`src/rtl/sblock_cfg.sv`:
```
// Parametrised W-track switch block with a chainable serial config scan path,
// shadow/active double buffering and atomic commit. Define SBLOCK_OUT_REG_EN to register the outputs.
module sblock_cfg #(
    parameter int W = 3
) (
    input  logic         clk_i,
    input  logic         reset_i,
    input  logic [W-1:0] left_i,
    input  logic [W-1:0] up_i,
    output logic [W-1:0] right_o,
    output logic [W-1:0] down_o,
    input  logic         cfg_shift_i,
    input  logic         cfg_data_i,
    output logic         cfg_data_o,
    input  logic         cfg_commit_i,
    output logic         cfg_ready_o,
    output logic         cfg_err_o
);
    localparam int SEL_W    = $clog2(2*W+1);
    localparam int CFG_BITS = 2*W*SEL_W;
    localparam int CNT_W    = $clog2(CFG_BITS+1);
    localparam int SRC_W    = 1 << SEL_W;

    logic [CFG_BITS-1:0] shadow_q, shadow_d;
    logic [CFG_BITS-1:0] active_q, active_d;
    logic [CNT_W-1:0]    cnt_q, cnt_d;
    logic                ready_q, ready_d;
    logic                err_q, err_d;
    logic                commit_ok;

    always_comb begin
        commit_ok = cfg_commit_i && ready_q && !cfg_shift_i;
        shadow_d  = shadow_q;
        cnt_d     = cnt_q;
        active_d  = active_q;
        if (cfg_shift_i) begin
            shadow_d = {cfg_data_i, shadow_q[CFG_BITS-1:1]};
            if (cnt_q != CNT_W'(CFG_BITS))
                cnt_d = cnt_q + 1'b1;
        end
        if (commit_ok) begin
            active_d = shadow_q;
            cnt_d    = '0;
        end
        ready_d = (cnt_d == CNT_W'(CFG_BITS));
        err_d   = err_q || (cfg_commit_i && !commit_ok);
    end

    always_ff @(posedge clk_i) begin
        if (reset_i) begin
            shadow_q <= '0;
            active_q <= '0;
            cnt_q    <= '0;
            ready_q  <= 1'b0;
            err_q    <= 1'b0;
        end else begin
            shadow_q <= shadow_d;
            active_q <= active_d;
            cnt_q    <= cnt_d;
            ready_q  <= ready_d;
            err_q    <= err_d;
        end
    end

    assign cfg_data_o  = shadow_q[0];
    assign cfg_ready_o = ready_q;
    assign cfg_err_o   = err_q;

    // Source index 0 and anything above 2W select the zero-padding bits.
    logic [SRC_W-1:0] src;
    logic [W-1:0]     right_c, down_c;
    assign src = {{(SRC_W-2*W-1){1'b0}}, up_i, left_i, 1'b0};

    for (genvar gi = 0; gi < W; gi++) begin : g_route
        logic [SEL_W-1:0] sel_r, sel_d;
        assign sel_r       = active_q[gi*SEL_W +: SEL_W];
        assign sel_d       = active_q[W*SEL_W + gi*SEL_W +: SEL_W];
        assign right_c[gi] = src[sel_r];
        assign down_c[gi]  = src[sel_d];
    end

`ifdef SBLOCK_OUT_REG_EN
    logic [W-1:0] right_q, down_q;
    always_ff @(posedge clk_i) begin
        if (reset_i) begin
            right_q <= '0;
            down_q  <= '0;
        end else begin
            right_q <= right_c;
            down_q  <= down_c;
        end
    end
    assign right_o = right_q;
    assign down_o  = down_q;
`else
    assign right_o = right_c;
    assign down_o  = down_c;
`endif

endmodule

```
`config.mk`:
```
export PLATFORM = sky130hd
export DESIGN_NAME = sblock_cfg
export DESIGN_NICKNAME = d
export VERILOG_FILES = /design/src/rtl/sblock_cfg.sv
export SDC_FILE = /design/constraint.sdc
export NUM_CORES = 1
export LEC_CHECK = 0
export ABC_AREA = 1
export CORE_MARGIN = 1.5
export CORE_UTILIZATION = 47
export DETAILED_ROUTE_END_ITERATION = 6
export DONT_BUFFER_PORTS = 1
export PLACE_DENSITY = 0.59
export RECOVER_POWER = 100
export SYNTH_ARGS = -nofsm -noshare
export SYNTH_HDL_FRONTEND = slang
export SYNTH_SLANG_ARGS = --single-unit
export TNS_END_PERCENT = 10
```
`constraint.sdc`:
```
create_clock -name clk_i -period 3.4 [get_ports clk_i]
set_input_delay 0.51 -clock clk_i [delete_from_list [all_inputs] [get_ports clk_i]]
set_output_delay 0.51 -clock clk_i [all_outputs]
set_load 0.005 [all_outputs]
```
# [Word-level counts from Yosys, hierarchy flattened]
# Index checks and enable logic that the tools add are counted.
# W data, S select, Z words.
[classes] add_sub_neg=1 eq_ne=2 n_lt_le_gt_ge=6 reduce_logical=6 muxes=15
[op_table] cell="$lt A3 B4 Y1 const B" count=6
[op_table] cell="$bmux W1 S3" count=6
[op_table] cell="$mux W5" count=3
[op_table] cell="$mux W1" count=6
[op_table] cell="$add A5 B1 Y5 const B" count=1
[op_table] cell="$eq A5 B5 Y1 const B" count=1
[op_table] cell="$ne A5 B5 Y1 const B" count=1
[op_table] cell="$logic_and A1 B1 Y1" count=3
[op_table] cell="$logic_not A1 Y1" count=2
[op_table] cell="$logic_or A1 B1 Y1" count=1
[word_totals] inputBits=11 reg_bits=43 word_cells=35

# [Depth between registers and ports, before layout]
[logic_depth] ltp_word=5 mapped_depth=10 ltp_nobuf=10

# [Worst setup path before layout]
# Ideal clock, no wire load.
[synth_path] path_kind="input to output" from="input port up_i[2]" to="output port down_o[0]" t_arrival_ns=0.885 path_stages=4 path_slack_ns=2.005 t_required_ns=2.890 path_cell_list="inv_1 a21oi_1 o22ai_1 inv_1"
[synth_via] elab_chain_len=2
[synth_lines] item="from (decl)" line="9" source="input logic [W-1:0] up_i,"
[synth_lines] item="$bmux W1 S3" line="79" source="assign down_c[gi] = src[sel_d];"
[synth_lines] item="$mux W1 (implied by the code)" line="79"
[synth_lines] item="to (decl)" line="11" source="output logic [W-1:0] down_o,"
# No other way between the ends. The select of a mux whose other input is x is not followed.

# [Final worst setup path]
[layout_path] from="input port cfg_shift_i" to="register active_q[0]"
[layout_via] elab_chain_len=2
[layout_lines] item="from (decl)" line="12" source="input logic cfg_shift_i,"
[layout_lines] item="$logic_not A1 Y1" line="32" source="commit_ok = cfg_commit_i && ready_q && !cfg_shift_i;"
[layout_lines] item="$logic_and A1 B1 Y1" line="32"
[layout_lines] item="to (signal assigned)" line="58" source="active_q <= active_d;"
[layout_lines] item="to (decl)" line="25" source="logic [CFG_BITS-1:0] active_q, active_d;"
# No other way between the ends.
# A chain may end at the register's enable or synchronous reset.

==> out/results.txt <==
status - completed
flops & latches, synth - 43
Req. time, crit path - 3580 ps
# port buffers - 0
Hold Buf Count CTS - 0
DP Cell Count - 310
Pwr per Cell Area - 460 mW/mm^2
postcts setup bufs - 0
Syn. warnings - 0
Routability Congestion - 0.823
Post-Syn Nets - 283
worst-path maximum fanout - 25
grt total ovfl - 0
Synth-to-Final Area Change - 5.43%
area of the core - 0.00397 sq mm
Detailed Place HPWL - 2.78 mm
skew final - 4.25 ps
Initial DRT Pass Iterations - 4
# nets final - 280
site row count - 23
initial core utilization - 48.2%
H-tree depth - 2
largest net degree at the start of global routing - 37
slew margin rel. - 46.1%
cells after synthesis - 270
minimum clock period - 2290 ps
Final WS setup - 1110 ps
Max Fclk - 436 MHz
ANT nets after route - 0
Pleak - 0.838 nW
top cells by area, synth - dfxtp_1 (45%), o21ai_0 (13%), nor2_1 (8.4%), nand3_1 (6.8%), inv_1 (6.3%)
Final Hold Viols - 0
fraction of layout cells with a size suffix above 1 - 3.73%
Clock Power Share - 37.3%
clock latency on the worst-skew pair - 290 ps
Yosys top cell by area - dfxtp_1
share of flip-flops with an asynchronous set or reset - 0%
RSZ-0062 raised after global routing - no
Clock Sinks - 43
Reg power frac - 57.5%
CP arrival - 2470 ps
count leader, synth - o21ai_0
critical path class - in2reg
logic gate share of total power - 5.2%
Int Pwr - 0.723 mW
# DRC - 0
EDFF count, synth - 0
CTS clock-pin slew for the worst setup and hold paths - 80 ps
pre-CTS WS - 1410 ps
Critical Path Sink Type - flip-flop
Setup TNS - 0 ps
DR iter-0 viols - 68
CTS tree - done
worst hold path class - in2reg
TritonCTS buffer count - 5
Worst Tran Pin Value - 807 ps
max-cap check violation count - 0
switch share - 22.2%
die width - 66.8 microns
CTS max path bufs - 2
Top Ports - 20
Sw Pwr - 0.206 mW
Die Height - 66.8 microns
number of global-route vias before repair - 1391
Seq/Total Area, Yosys - 45.0%
Non-Filler Instances - 318
ANT cells - 0
Post-synth top flop - dfxtp_1
Syn Std Cell Area - 0.00191 sq mm
period utilisation layout - 67.5%
area share of the leading cell type in the synthesized netlist - 45.0%
Final Power - 0.929 mW
routed wire length - 3.86 mm
Startpoint Class - input pin
DR vias/cell - 5.06
fin. max-slew vios - 0
Post-synth top cells - o21ai_0 (48), dfxtp_1 (43), nor2_1 (43)
first-pass GRT wire length - 6.42 mm
Global Route Usage Sum - 19.0%
Die Footprint - 0.00446 sq mm
CTS root buf - clkbuf_8
DR vias - 1608
Syn Area/Cell - 7.09 sq um
CTS resizes - 0
VDD IR-drop max - 295 uV
initial antenna violation count - 0
Final setup viols - 0
Wirelength per Cell - 12.1 microns
Synth cell types - 21
final hold slack - 284 ps
[final timing paths]
check                                  from                         to  slack (ps)  cells past startpoint
hold reg to reg   active_q[16]$_SDFFE_PP0N_  active_q[16]$_SDFFE_PP0N_         490                      2
setup reg to reg     cfg_ready_o$_SDFF_PP0_   active_q[0]$_SDFFE_PP0N_        1520                      5
hold / removal                      reset_i       cfg_err_o$_SDFF_PP0_         280                      1
setup / recovery                cfg_shift_i   active_q[0]$_SDFFE_PP0N_        1110                      6
[cells in the final DEF (no fill, tap or decap)]
| master | n |
|---|---|
| ha_1 | 2 |
| clkbuf_1 | 1 |
| nand4_1 | 2 |
| dfxtp_1 | 43 |
| nand2_1 | 27 |
| nand3_1 | 27 |
| o21ai_2 | 1 |
| o22ai_1 | 6 |
| nor2_1 | 43 |
| clkbuf_8 | 7 |
| inv_1 | 35 |
| o21ai_0 | 49 |
| nor3_2 | 1 |
| a21oi_1 | 21 |
| o21bai_1 | 1 |
| nor2_2 | 1 |
| a211oi_1 | 1 |
[power groups by stage]
stage	Sequential, mW	Combinational [mW]	Clock [mW]
2_1_floorplan	0.540	0.0467	0
3_3_place_gp	0.546	0.0489	0
4_1_cts	0.533	0.0492	0.360
3_5_place_dp	0.545	0.0491	0
6_report	0.534	0.0483	0.347
5_1_grt	0.536	0.0578	0.381
[worst max-delay path, stage by stage]
cell and delay (ps):
inv_1 420, nand3_1 650, inv_1 500, nor2_2 70, inv_1 200, o21ai_0 110
[stage by stage]
stage / cell area (sq um) / utilization [%]
CTS: 2020 / 50.9
detailed placement: 1920 / 48.4
finish: 2020 / 50.8
global placement: 1920 / 48.4
floorplan: 1910 / -
global route: 2020 / 50.8
[flip-flops by register name (all words and copies together) (netlist names)]
register and count:
cnt_q 5, shadow_q 18, active_q 18, cfg_ready_o 1
cfg_err_o 1
[layout make-up]
cell class              instances  area [sq um]
multi-input cells             182           863
well taps                      50          62.6
flip-flops and latches         43           861
inverters                      35           131
fillers                       423          1950
clock buffers                   8           100
[logic make-up after synthesis]
| group | share of synthesized area (%) |
|---|---|
| flip-flops | 45.0 |
| buffers and inverters | 9.67 |
| adder cells (fa/ha/maj) | 1.31 |
| AO/OA/AOI/OAI | 21.5 |
| AND/OR/NAND/NOR | 22.5 |
[per-layer routing]
metal / vias to the layer above / part of all wire [%] / GRT usage (%)
li1: 887 / - / -
met1: 684 / 56 / 27.7
met2: 32 / 38 / 26.9
met3: 5 / 4.7 / 5.41
met4: 0 / 1.5 / 6.12
met5: - / 0 / 0
Note: power is estimated with default switching activity, not from simulation.
